===== config.mk =====
export PLATFORM = sky130hd
export DESIGN_NAME = hazard_ctrl_mc_flat
export DESIGN_NICKNAME = d
export VERILOG_FILES = /design/src/rtl/hazard_ctrl_mc_if.sv /design/src/rtl/hazard_ctrl_mc.sv /design/src/flat_wrapper.sv
export SDC_FILE = /design/constraint.sdc
export NUM_CORES = 1
export LEC_CHECK = 0
export CAP_MARGIN = 20
export CORE_MARGIN = 4
export CORE_UTILIZATION = 44
export DETAILED_ROUTE_END_ITERATION = 8
export PLACE_DENSITY = 0.87
export SYNTH_ARGS = -nofsm -noshare
export SYNTH_HDL_FRONTEND = slang
export SYNTH_SLANG_ARGS = --single-unit

===== constraint.sdc =====
create_clock -name clk -period 2.4 [get_ports clk]
set_clock_uncertainty 0.15 [all_clocks]
set_input_delay 0.48 -clock clk [delete_from_list [all_inputs] [get_ports clk]]
set_output_delay 0.48 -clock clk [all_outputs]
set_load 0.005 [all_outputs]

===== src/rtl/hazard_ctrl_mc_if.sv =====
// Hazard-controller bundle: EX/ID register-file hazard info, EX redirect, MEM handshake,
// and the stall/flush/counter outputs back to the pipeline.
interface hazard_ctrl_mc_if #(
    parameter int REG_AW = 5,
    parameter int CNT_W  = 32
);
    logic              rf_we_ex;
    logic [1:0]        rf_wd_sel_ex;
    logic [REG_AW-1:0] rf_wa_ex;
    logic [REG_AW-1:0] rf_ra0_id;
    logic [REG_AW-1:0] rf_ra1_id;
    logic              rf_re0_id;
    logic              rf_re1_id;
    logic [1:0]        npc_sel;
    logic              mem_req_mem;
    logic              mem_ready_mem;
    logic              stall_pc;
    logic              stall_if2id;
    logic              stall_id2ex;
    logic              stall_ex2mem;
    logic              flush_if2id;
    logic              flush_id2ex;
    logic              flush_mem2wb;
    logic [CNT_W-1:0]  cnt_stall;
    logic [CNT_W-1:0]  cnt_flush;

    modport master (
        output rf_we_ex, rf_wd_sel_ex, rf_wa_ex, rf_ra0_id, rf_ra1_id, rf_re0_id, rf_re1_id,
               npc_sel, mem_req_mem, mem_ready_mem,
        input  stall_pc, stall_if2id, stall_id2ex, stall_ex2mem,
               flush_if2id, flush_id2ex, flush_mem2wb, cnt_stall, cnt_flush
    );

    modport slave (
        input  rf_we_ex, rf_wd_sel_ex, rf_wa_ex, rf_ra0_id, rf_ra1_id, rf_re0_id, rf_re1_id,
               npc_sel, mem_req_mem, mem_ready_mem,
        output stall_pc, stall_if2id, stall_id2ex, stall_ex2mem,
               flush_if2id, flush_id2ex, flush_mem2wb, cnt_stall, cnt_flush
    );
endinterface


===== src/rtl/hazard_ctrl_mc.sv =====
// 5-stage RV32 hazard/segment controller: multi-cycle load-use stall, data-memory wait freeze,
// redirect flush (deferred while frozen) and saturating stall/flush counters.
module hazard_ctrl_mc #(
    parameter int REG_AW   = 5,
    parameter int LOAD_LAT = 1,
    parameter int CNT_W    = 32
) (
    input  logic             clk,
    input  logic             rstn,
    hazard_ctrl_mc_if.slave  hz
);
    typedef enum logic [1:0] {RUN, LU_WAIT, MEM_WAIT} state_t;

    localparam logic [2:0] LU_INIT = 3'(LOAD_LAT - 1);

    function automatic logic [CNT_W-1:0] sat_inc(input logic [CNT_W-1:0] v, input logic en);
        return (en && (v != '1)) ? v + CNT_W'(1) : v;
    endfunction

    state_t           state_q, state_d;
    logic [2:0]       lu_cnt_q, lu_cnt_d;
    logic [CNT_W-1:0] cnt_stall_q, cnt_flush_q;

    logic lu_hit, mem_busy, redirect, lu_resume, flush_take;
    logic st_pc, st_if2id, st_id2ex, st_ex2mem, fl_if2id, fl_id2ex, fl_mem2wb;

    assign lu_hit = hz.rf_we_ex && (hz.rf_wd_sel_ex == 2'b01) && (hz.rf_wa_ex != '0) &&
                    ((hz.rf_re0_id && (hz.rf_wa_ex == hz.rf_ra0_id)) ||
                     (hz.rf_re1_id && (hz.rf_wa_ex == hz.rf_ra1_id)));
    assign mem_busy  = hz.mem_req_mem && !hz.mem_ready_mem;
    assign redirect  = (hz.npc_sel == 2'b01) || (hz.npc_sel == 2'b10);
    // lu_cnt is non-zero only while a load-use bubble sequence is outstanding
    assign lu_resume = (state_q == LU_WAIT) || ((state_q == MEM_WAIT) && (lu_cnt_q != '0));

    always_comb begin
        state_d    = state_q;
        lu_cnt_d   = lu_cnt_q;
        flush_take = 1'b0;
        st_pc      = 1'b0;
        st_if2id   = 1'b0;
        st_id2ex   = 1'b0;
        st_ex2mem  = 1'b0;
        fl_if2id   = 1'b0;
        fl_id2ex   = 1'b0;
        fl_mem2wb  = 1'b0;
        if (!rstn) begin
            state_d  = RUN;
            lu_cnt_d = '0;
        end else if (mem_busy) begin
            st_pc     = 1'b1;
            st_if2id  = 1'b1;
            st_id2ex  = 1'b1;
            st_ex2mem = 1'b1;
            fl_mem2wb = 1'b1;
            state_d   = MEM_WAIT;
        end else if (lu_resume) begin
            st_pc    = 1'b1;
            st_if2id = 1'b1;
            fl_id2ex = 1'b1;
            if (lu_cnt_q == 3'd1) begin
                state_d  = RUN;
                lu_cnt_d = '0;
            end else begin
                state_d  = LU_WAIT;
                lu_cnt_d = lu_cnt_q - 3'd1;
            end
        end else if (lu_hit) begin
            st_pc    = 1'b1;
            st_if2id = 1'b1;
            fl_id2ex = 1'b1;
            if (LOAD_LAT > 1) begin
                state_d  = LU_WAIT;
                lu_cnt_d = LU_INIT;
            end else begin
                state_d  = RUN;
            end
        end else begin
            state_d = RUN;
            if (redirect) begin
                fl_if2id   = 1'b1;
                fl_id2ex   = 1'b1;
                flush_take = 1'b1;
            end
        end
    end

    always_ff @(posedge clk) begin
        if (!rstn) begin
            state_q     <= RUN;
            lu_cnt_q    <= '0;
            cnt_stall_q <= '0;
            cnt_flush_q <= '0;
        end else begin
            state_q     <= state_d;
            lu_cnt_q    <= lu_cnt_d;
            cnt_stall_q <= sat_inc(cnt_stall_q, st_pc);
            cnt_flush_q <= sat_inc(cnt_flush_q, flush_take);
        end
    end

    assign hz.stall_pc     = st_pc;
    assign hz.stall_if2id  = st_if2id;
    assign hz.stall_id2ex  = st_id2ex;
    assign hz.stall_ex2mem = st_ex2mem;
    assign hz.flush_if2id  = fl_if2id;
    assign hz.flush_id2ex  = fl_id2ex;
    assign hz.flush_mem2wb = fl_mem2wb;
    assign hz.cnt_stall    = cnt_stall_q;
    assign hz.cnt_flush    = cnt_flush_q;
endmodule


===== src/flat_wrapper.sv =====
// flat-port wrapper written by rule: the top's interface ports become plain ports
module hazard_ctrl_mc_flat 
#(
    parameter int REG_AW   = 5,
    parameter int LOAD_LAT = 1,
    parameter int CNT_W    = 32
)
  (clk, rstn, hz_rf_we_ex, hz_rf_wd_sel_ex, hz_rf_wa_ex, hz_rf_ra0_id, hz_rf_ra1_id, hz_rf_re0_id, hz_rf_re1_id, hz_npc_sel, hz_mem_req_mem, hz_mem_ready_mem, hz_stall_pc, hz_stall_if2id, hz_stall_id2ex, hz_stall_ex2mem, hz_flush_if2id, hz_flush_id2ex, hz_flush_mem2wb, hz_cnt_stall, hz_cnt_flush);
  hazard_ctrl_mc_if #(.REG_AW(REG_AW), .CNT_W(CNT_W)) hz_i ();
  input  logic clk;
  input  logic rstn;
  input wire logic [$bits(hz_i.rf_we_ex)-1:0] hz_rf_we_ex;
  input wire logic [$bits(hz_i.rf_wd_sel_ex)-1:0] hz_rf_wd_sel_ex;
  input wire logic [$bits(hz_i.rf_wa_ex)-1:0] hz_rf_wa_ex;
  input wire logic [$bits(hz_i.rf_ra0_id)-1:0] hz_rf_ra0_id;
  input wire logic [$bits(hz_i.rf_ra1_id)-1:0] hz_rf_ra1_id;
  input wire logic [$bits(hz_i.rf_re0_id)-1:0] hz_rf_re0_id;
  input wire logic [$bits(hz_i.rf_re1_id)-1:0] hz_rf_re1_id;
  input wire logic [$bits(hz_i.npc_sel)-1:0] hz_npc_sel;
  input wire logic [$bits(hz_i.mem_req_mem)-1:0] hz_mem_req_mem;
  input wire logic [$bits(hz_i.mem_ready_mem)-1:0] hz_mem_ready_mem;
  output wire logic [$bits(hz_i.stall_pc)-1:0] hz_stall_pc;
  output wire logic [$bits(hz_i.stall_if2id)-1:0] hz_stall_if2id;
  output wire logic [$bits(hz_i.stall_id2ex)-1:0] hz_stall_id2ex;
  output wire logic [$bits(hz_i.stall_ex2mem)-1:0] hz_stall_ex2mem;
  output wire logic [$bits(hz_i.flush_if2id)-1:0] hz_flush_if2id;
  output wire logic [$bits(hz_i.flush_id2ex)-1:0] hz_flush_id2ex;
  output wire logic [$bits(hz_i.flush_mem2wb)-1:0] hz_flush_mem2wb;
  output wire logic [$bits(hz_i.cnt_stall)-1:0] hz_cnt_stall;
  output wire logic [$bits(hz_i.cnt_flush)-1:0] hz_cnt_flush;
  assign hz_i.rf_we_ex = hz_rf_we_ex;
  assign hz_i.rf_wd_sel_ex = hz_rf_wd_sel_ex;
  assign hz_i.rf_wa_ex = hz_rf_wa_ex;
  assign hz_i.rf_ra0_id = hz_rf_ra0_id;
  assign hz_i.rf_ra1_id = hz_rf_ra1_id;
  assign hz_i.rf_re0_id = hz_rf_re0_id;
  assign hz_i.rf_re1_id = hz_rf_re1_id;
  assign hz_i.npc_sel = hz_npc_sel;
  assign hz_i.mem_req_mem = hz_mem_req_mem;
  assign hz_i.mem_ready_mem = hz_mem_ready_mem;
  assign hz_stall_pc = hz_i.stall_pc;
  assign hz_stall_if2id = hz_i.stall_if2id;
  assign hz_stall_id2ex = hz_i.stall_id2ex;
  assign hz_stall_ex2mem = hz_i.stall_ex2mem;
  assign hz_flush_if2id = hz_i.flush_if2id;
  assign hz_flush_id2ex = hz_i.flush_id2ex;
  assign hz_flush_mem2wb = hz_i.flush_mem2wb;
  assign hz_cnt_stall = hz_i.cnt_stall;
  assign hz_cnt_flush = hz_i.cnt_flush;
  hazard_ctrl_mc #(.REG_AW(REG_AW), .LOAD_LAT(LOAD_LAT), .CNT_W(CNT_W)) u_core (.clk(clk), .rstn(rstn), .hz(hz_i));
endmodule

Word-level counts from Yosys, hierarchy flattened
Cells that the tools add are included.
- $add $sub $neg: 3
- equality and inequality tests: 10
- multiplexer cells: 19
- bitwise operators: 3
- reduce and logical (&&, ||, !) cells: 17
- operators with widths (kind ; number):
    adder 32 x 1 -> 32 bit, second input constant ; 2
    inequality test 32 bit, second input constant ; 2
    2-to-1 mux 1 bit ; 17
    equality test 5 bit ; 2
    logical AND 1 bit ; 9
    equality test 2 x 1 -> 1 bit, second input constant ; 3
    nonzero test 5 bit ; 1
    equality test 2 bit, second input constant ; 2
    equality test 3 x 1 -> 1 bit, second input constant ; 1
    logical OR 1 bit ; 3
    2-to-1 mux 3 bit ; 1
    inverter 1 bit ; 3
    nonzero test 3 bit ; 1
    OR reduction 3 bit ; 1
    subtractor 3 x 1 -> 3 bit, second input constant ; 1
    2-to-1 mux 2 bit ; 1
    AND reduction 2 bit ; 1
    logical NOT 1 bit ; 1
- flip-flop bits (word level): 69
- input bits: 26
- output and inout bits: 71
- logic and storage cells: 57

Logic depth before layout (Yosys ltp)
Gate-level depths: netlist of the first run.
- word-level depth: 9
- depth in mapped cells: 10
- depth with buffers taken out: 9

Worst setup path after synthesis of the first run
No wires, ideal clock.
- kind: input to register
- start: input port hz_rf_wa_ex[1]
- end: register u_core.cnt_stall_q[20], in the netlist u_core.hz.cnt_stall[20]
- data arrival time: 2.156 ns
- data required time: 2.180 ns
- path slack: 0.024 ns
- stages on the path: 8
- buffers on the path: 1
- cell sequence: xnor2_1 -> nand4_1 -> o22ai_1 -> a31oi_1 -> or4_1 -> buf_2 -> or3_1 -> a21boi_1
- word-level cells in the longest chain between the ends: 9
- RTL lines (what ; line ; text):
    start: declaration ; flat_wrapper.sv:14 ; input wire logic [$bits(hz_i.rf_wa_ex)-1:0] hz_rf_wa_ex;
    equality test 5 bit (on tied branches) ; hazard_ctrl_mc.sv:28, hazard_ctrl_mc.sv:29 ;
    logical AND 1 bit (on tied branches) ; hazard_ctrl_mc.sv:28, hazard_ctrl_mc.sv:29 ;
    logical OR 1 bit ; hazard_ctrl_mc.sv:28 ; ((hz.rf_re0_id && (hz.rf_wa_ex == hz.rf_ra0_id)) ||
    logical AND 1 bit (*) ; hazard_ctrl_mc.sv:27 ; assign lu_hit = hz.rf_we_ex && (hz.rf_wd_sel_ex == 2'b01) && (hz.rf_wa_ex != '0) &&
    2-to-1 mux 1 bit (*) ; hazard_ctrl_mc.sv:67 ; end else if (lu_hit) begin
    2-to-1 mux 1 bit (*) ; hazard_ctrl_mc.sv:56 ; end else if (lu_resume) begin
    2-to-1 mux 1 bit (*) ; hazard_ctrl_mc.sv:49 ; end else if (mem_busy) begin
    2-to-1 mux 1 bit (*) ; hazard_ctrl_mc.sv:46 ; if (!rstn) begin
    logical AND 1 bit (*) ; hazard_ctrl_mc.sv:17 ; return (en && (v != '1)) ? v + CNT_W'(1) : v;
    end signal: assignment ; hazard_ctrl_mc.sv:96 ; cnt_stall_q <= sat_inc(cnt_stall_q, st_pc);
    end: declaration ; hazard_ctrl_mc.sv:22 ; logic [CNT_W-1:0] cnt_stall_q, cnt_flush_q;
Every way passes the cells marked *; elsewhere a longest branch is shown, timed or not.
A chain may end at the register's enable or synchronous reset.

Worst setup path in the final report of the first run
- start: input port hz_rf_ra1_id[2]
- end: output port hz_flush_id2ex
- word-level cells in the longest chain between the ends: 8
- RTL lines (what ; line ; text):
    start: declaration ; flat_wrapper.sv:16 ; input wire logic [$bits(hz_i.rf_ra1_id)-1:0] hz_rf_ra1_id;
    equality test 5 bit ; hazard_ctrl_mc.sv:29 ; (hz.rf_re1_id && (hz.rf_wa_ex == hz.rf_ra1_id)));
    logical AND 1 bit ; hazard_ctrl_mc.sv:29 ;
    logical OR 1 bit ; hazard_ctrl_mc.sv:28 ;
    logical AND 1 bit ; hazard_ctrl_mc.sv:27 ;
    2-to-1 mux 1 bit ; hazard_ctrl_mc.sv:67 ;
    2-to-1 mux 1 bit ; hazard_ctrl_mc.sv:56 ;
    2-to-1 mux 1 bit ; hazard_ctrl_mc.sv:49 ;
    2-to-1 mux 1 bit ; hazard_ctrl_mc.sv:46 ;
    end: declaration ; flat_wrapper.sv:27 ; output wire logic [$bits(hz_i.flush_id2ex)-1:0] hz_flush_id2ex;
Every way passes these cells.

==> results.sh, run 1 <==
export IMPL_cts_htree_levels=3
export IMPL_netlist_top_cells_area="dfxtp_1 (38%), xnor2_1 (6.5%), nand2_1 (6.3%)"
export IMPL_setup_worst_path_class="primary input to output port"
export IMPL_drc_errors=0
export IMPL_async_reset_ff_share_pct=0
export IMPL_slew_headroom_pct=53.8
export IMPL_layout_area_overhead_vs_synth_pct=49.7
export IMPL_worst_slew_pin_slew_ns=0.693
export IMPL_postCtsHoldBufs=0
export IMPL_grt_overflow=0
export IMPL_ys_seq_area_share_pct=37.9
export IMPL_fillerInstances=589
export IMPL_max_vdd_ir_drop_uv=317
export IMPL_leakagePower_nw=2.15
export IMPL_dieArea_um2=9800
export IMPL_cap_violations=0
export IMPL_synth_top_area_share_pct=37.9
export IMPL_finalHoldViolCount=0
export IMPL_dp_hpwl_mm=7.10
export IMPL_synth_cell_types=40
export IMPL_ys_ff_latch=69
export IMPL_gp_congestion=0.896
export IMPL_avgSynthCellArea_um2=8.32
export IMPL_crit_path_start_kind="primary input"
export IMPL_via_per_inst=5.48
export IMPL_powerDensity_nw_per_um2=447
export IMPL_grt_max_degree=82
export IMPL_ant_nets=0
export IMPL_drive_above_1_share_pct=20.7
export IMPL_antenna_cells=0
export IMPL_rr_worst_depth=10
export IMPL_fmax_mhz=413
export IMPL_whs_path_depth=2
export IMPL_cts_tree="done"
export IMPL_yosysWarnings=0
export IMPL_ioPinCount=97
export IMPL_vias=3760
export IMPL_timing_final_ws_setup_ns=-0.0219
export IMPL_die_w_um=99.0
export IMPL_grt_pass1_vias=3690
export IMPL_nets=610
export IMPL_cp_cell_sequence="dlygate4sd2_1 > xnor2_1 > nand4_1 > o22ai_4 > buf_6 > and2_4 > nor2_1 > a21oi_1 > buf_2"
export IMPL_dr_pass1_iters=4
export IMPL_required_ns=1.77
export IMPL_core_um2=7890
export IMPL_cp_end_kind="output port"
export IMPL_critPathSlowestCell="dlygate4sd2_1"
export IMPL_start_util_pct=46.2
export IMPL_cpPeakStageDelay_ns=0.25
export IMPL_cts_sinks=69
export IMPL_dp_cells=649
export IMPL_die_y_um=99.0
export IMPL_synth_edf_count=0
export IMPL_synthesis_nets=469
export IMPL_clk_path_buf_depth=2
export IMPL_grt_usage_pct=20.8
export IMPL_finalNonFillerCells=686
export IMPL_crit_fanout=2
export IMPL_critPathArrivalTime_ns=1.79
export IMPL_rows=32
export IMPL_multi_input_area_um2=2340
export IMPL_clk_latency_ns=0.35
export IMPL_outcome="finished with violations"
export IMPL_route_final_wire_length_mm=10.6
export IMPL_port_buffer_count=96
export IMPL_antenna_found_initial=0
export IMPL_wl_per_cell_um=15.5
export IMPL_drv_slew=0
export IMPL_finalSetupViolations=2
export IMPL_synth_largest_area_cell="dfxtp_1"
export IMPL_violations="setup timing"
export IMPL_syn_inst=438
export IMPL_path_clk_slew_ns=0.08
export IMPL_cts_buffers=9
export IMPL_period_needed_ns=2.42
export IMPL_synth_area_um2=3640
export IMPL_dominantRegCellSynth="dfxtp_1"
export IMPL_clock_root_buffer="clkbuf_8"
export IMPL_seqCellArea_um2=1390
export IMPL_rsz0062_at_grt="true"
export IMPL_hp_class="flip-flop to flip-flop"
export IMPL_power_mw=2.44
export IMPL_drt_iter0_markers=153
export IMPL_fin_crit_sh_pct=101
export IMPL_grt_pass1_wl_mm=16.9
worst paths after layout:
kind	from	to	slack (ns)
worst min-delay path	u_core.hz.cnt_stall[24]	u_core.hz.cnt_stall[24]	0.34
worst max-delay path	hz_rf_ra1_id[2]	hz_flush_id2ex	-0.02
worst min register to register	u_core.hz.cnt_stall[24]	u_core.hz.cnt_stall[24]	0.34
worst max register to register	u_core.lu_cnt_q[0]	u_core.hz.cnt_stall[16]	0.02
routing by layer:
metal | global-route usage [%] | vias up | share of wire, %
li1 | - | 1816 | -
met1 | 23.8 | 1763 | 39
met2 | 36.6 | 159 | 52
met3 | 5.17 | 22 | 6.4
met4 | 8.93 | 0 | 1.9
met5 | 0 | - | 0
report_power, final:
group	internal (mW)	total (mW)	switching (mW)
Clock	0.597	1.08	0.481
Combinational	0.108	0.204	0.0956
Sequential	1.15	1.15	0.00474
Total	1.86	2.44	0.581
synth_stat cells, types with 2 or more instances:
master    count
a21boi_1     15
a21oi_1       2
and2_1       32
and3_1        9
and4_1        7
buf_2         5
buf_4         3
clkbuf_1     15
dfxtp_1      69
ha_1          5
inv_1         7
mux2i_1      17
nand2_1      61
nand2b_1     12
nand3_1      24
nand3b_1      3
nand4_1      22
nor2_1       10
nor2b_1       5
nor3_1       14
nor4_1       11
o211a_1       2
o21ai_0       9
o21ai_1      10
o31ai_1       2
or3_1        17
or4_1         2
xnor2_1      27
xor2_1       10
per-stage QoR:
stage / TNS (ns) / hold WS (ns) / setup slack, ns / utilization [%] / area, um^2
6_report: -0.0326 / 0.339 / -0.0219 / 69.2 / 5460
3_3_place_gp: -23.95 / 0.319 / -0.616 / 62.4 / 4920
3_5_place_dp: -29.64 / 0.329 / -0.739 / 62.4 / 4920
5_1_grt: -1.41 / 0.373 / -0.104 / 69.2 / 5460
2_1_floorplan: 0 / 0.310 / 0.0237 / - / 3640
4_1_cts: -0.0153 / 0.341 / -0.0153 / 67.1 / 5290
final cells by class:
cell class                      instances  area share, %
Timing Repair Buffer                  153           24.7
Clock inverter                          6           1.74
Clock buffer                           10           2.34
Inverter                                7          0.482
Tap cell                              102           2.34
Sequential cell                        69           25.5
Multi-Input combinational cell        339           43.0
flip-flops by register name, indices dropped and copies added (netlist names):
name                 flops
u_core.state_q           2
u_core.lu_cnt_q          3
u_core.hz.cnt_stall     32
u_core.hz.cnt_flush     32
logic make-up (layout without fill, tap and decap cells):
logic type,after synthesis,in the layout,synth area share (%)
compound gates,46,46,8.10
xor+xnor,37,37,8.89
fa+ha+maj,5,5,1.72
buf+inv,30,176,3.57
flops,69,69,37.9
mux,17,17,4.67
simple gates,234,234,35.2
critical path, delay by kind of cell:
family / cells / cell delay [ns]
buffers and inverters: 3 / 0.51
XOR/XNOR: 1 / 0.14
AO/OA/AOI/OAI: 2 / 0.33
AND/OR/NAND/NOR: 3 / 0.33
layout by cell type, fill, tap and decap left out, drive strengths merged, types with 19 or more instances in the layout:
master         count
xnor2             27
nand4             23
nand2             61
nand3             24
and2              32
clkbuf            19
dfxtp             69
buf               63
o21ai             19
clkdlybuf4s50     70
repair_timing:
item	4_1_cts	5_1_grt
setup endpoints to repair	52	45
buffers inserted	8	14
resized for setup	72	39
pin swaps	17	22
cloned	0	0
Note: power is estimated with default switching activity, not from simulation.
==> run 2: changes to the inputs <==
Settings changed: CORE_MARGIN 4 to 2.
==> results.sh, run 2 (synthesis gave the netlist of run 1 again) <==
export IMPL_dr_pass1_iters=7
export IMPL_antenna_found_initial=0
export IMPL_dp_hpwl_mm=6.93
export IMPL_powerDensity_nw_per_um2=426
export IMPL_grt_overflow=0
export IMPL_die_w_um=95.0
export IMPL_die_y_um=95.0
export IMPL_fin_area_um2=5530
export IMPL_critPathSlowestCell="dfxtp_2"
export IMPL_ioPinCount=97
export IMPL_r2r_start="u_core.lu_cnt_q[0]"
export IMPL_port_buffer_count=96
export IMPL_drc_errors=0
export IMPL_gp_congestion=0.906
export IMPL_crit_top_cell="inv_2"
export IMPL_timing_final_ws_setup_ns=-0.100
export IMPL_mostFrequentLayoutCells="clkdlybuf4s50_1 (67), dfxtp_1 (62), nand2_1 (57), buf_4 (45), and2_1 (31)"
export IMPL_slew_headroom_pct=65.2
export IMPL_power_mw=2.36
export IMPL_crit_path_start_kind="flip-flop"
export IMPL_cp_end_kind="output port"
export IMPL_cp_cell_sequence="inv_2 > ha_4 > nor2b_4 > o21ai_4 > o21a_1 > a31oi_4 > buf_4 > inv_2 > clkdlybuf4s15_2"
export IMPL_route_final_wire_length_mm=11.3
export IMPL_outcome="finished with violations"
export IMPL_start_util_pct=44.8
export IMPL_fin_crit_sh_pct=104
export IMPL_clk_latency_ns=0.35
export IMPL_r2r_end="u_core.hz.cnt_flush[11]"
export IMPL_drt_iter0_markers=149
export IMPL_leakagePower_nw=2.20
export IMPL_grt_max_degree=56
export IMPL_regToRegSetupSlack_ns=-0.04
export IMPL_antenna_cells=0
export IMPL_layout_area_overhead_vs_synth_pct=51.7
export IMPL_finalHoldViolCount=0
export IMPL_dieArea_um2=9030
export IMPL_wl_per_cell_um=16.5
export IMPL_period_needed_ns=2.50
export IMPL_cts_htree_levels=3
export IMPL_drv_slew=0
export IMPL_core_um2=8130
export IMPL_clk_path_buf_depth=2
export IMPL_grt_pass1_wl_mm=17.1
export IMPL_whs_path_depth=1
export IMPL_fin_hold_ws_ns=0.335
export IMPL_cap_violations=0
export IMPL_crit_fanout=4
export IMPL_ant_nets=0
export IMPL_rsz0062_at_grt="true"
export IMPL_mostFrequentLayoutCell="clkdlybuf4s50_1"
export IMPL_clock_root_buffer="clkbuf_8"
export IMPL_max_vdd_ir_drop_uv=318
export IMPL_fmax_mhz=400
export IMPL_cts_buffers=9
export IMPL_finalNonFillerCells=685
export IMPL_required_ns=1.77
export IMPL_rr_worst_depth=11
export IMPL_critPathArrivalTime_ns=1.87
export IMPL_holdPathEnd="u_core.hz.cnt_flush[10]"
export IMPL_cts_sinks=69
export IMPL_fillerInstances=599
export IMPL_via_per_inst=5.57
export IMPL_finalSetupViolations=13
export IMPL_nets=606
export IMPL_vias=3814
export IMPL_dp_slack_ns=-0.745
export IMPL_drive_above_1_share_pct=23.1
export IMPL_placed_area_um2=4920
export IMPL_hold_start="u_core.hz.cnt_flush[10]"
export IMPL_grt_usage_pct=24.2
export IMPL_post_route_util_pct=68.0
export IMPL_cpPeakStageDelay_ns=0.33
export IMPL_dp_cells=652
export IMPL_tns_ns=-0.386
export IMPL_grt_pass1_vias=3669
export IMPL_path_clk_slew_ns=0.07
export IMPL_cts_tree="done"
export IMPL_rows=33
export IMPL_violations="setup timing"
export IMPL_hp_class="flip-flop to flip-flop"
export IMPL_worst_slew_pin_slew_ns=0.517
export IMPL_setup_worst_path_class="flip-flop to output port"
[run 2: cell types whose count changed in the layout (fill, tap and decap cells not counted), sizes merged]
| cell | previous run | this run |
|---|---|---|
| buf | 63 | 61 |
| clkdlybuf4s50 | 70 | 67 |
| clkbuf | 19 | 17 |
| clkdlybuf4s15 | 2 | 3 |
| dlymetal6s2s | 1 | 4 |
| bufinv | 2 | 1 |
| clkinvlp | 0 | 1 |
| dlygate4sd2 | 8 | 7 |
[run 2: where the power goes]
part	switching (mW)	internal, mW
Sequential	0.00535	1.15
Combinational	0.0981	0.103
Clock	0.484	0.516
[run 2: worst max path at each step]
stage          slack, ns                       to  cells past startpoint                from
6_report            -0.1           hz_stall_if2id                      9  u_core.lu_cnt_q[0]
5_1_grt            -0.16           hz_stall_if2id                      9  u_core.lu_cnt_q[1]
4_1_cts            -0.05  u_core.hz.cnt_stall[20]                     10  u_core.lu_cnt_q[1]
3_5_place_dp       -0.74  u_core.hz.cnt_stall[20]                      8      hz_rf_wa_ex[1]
3_3_place_gp       -0.61           hz_flush_id2ex                      8      hz_rf_wa_ex[1]
2_1_floorplan       0.02  u_core.hz.cnt_stall[20]                      8      hz_rf_wa_ex[1]
[run 2: metal layers]
layer / vias up / global-route usage, % / share of wire (%)
li1: 1815 / - / -
met1: 1809 / 27.1 / 39
met2: 158 / 42.7 / 49
met3: 32 / 7.51 / 8.5
met4: 0 / 9.42 / 2.8
met5: - / 0 / 0
[run 2: timing repair]
| action | in CTS | in global routing |
|---|---|---|
| endpoints found under the setup margin | 58 | 51 |
| hold buffers | 0 | 0 |
| cloned | 2 | 0 |
| setup buffers | 6 | 10 |
| gates resized for setup | 76 | 57 |
| pin swaps | 26 | 36 |
[run 2: area by class of cell]
class | count | area (um^2) | area share [%]
repair buffers | 149 | 1360 | 24.5
clock inverters | 6 | 68.8 | 1.24
inverters | 7 | 26.3 | 0.475
clock buffers | 10 | 138 | 2.49
well taps | 105 | 131 | 2.38
flip-flops and latches | 69 | 1390 | 25.1
multi-input cells | 339 | 2420 | 43.8
[run 2: worst max-delay path: cells and delay by family (launching register included)]
| family | cells | cell delay, ns |
|---|---|---|
| buffers and inverters | 4 | 0.44 |
| AOI/OAI and AO/OA | 3 | 0.47 |
| adders and majority gates | 1 | 0.12 |
| DFF | 1 | 0.33 |
| and+or+nand+nor | 1 | 0.15 |
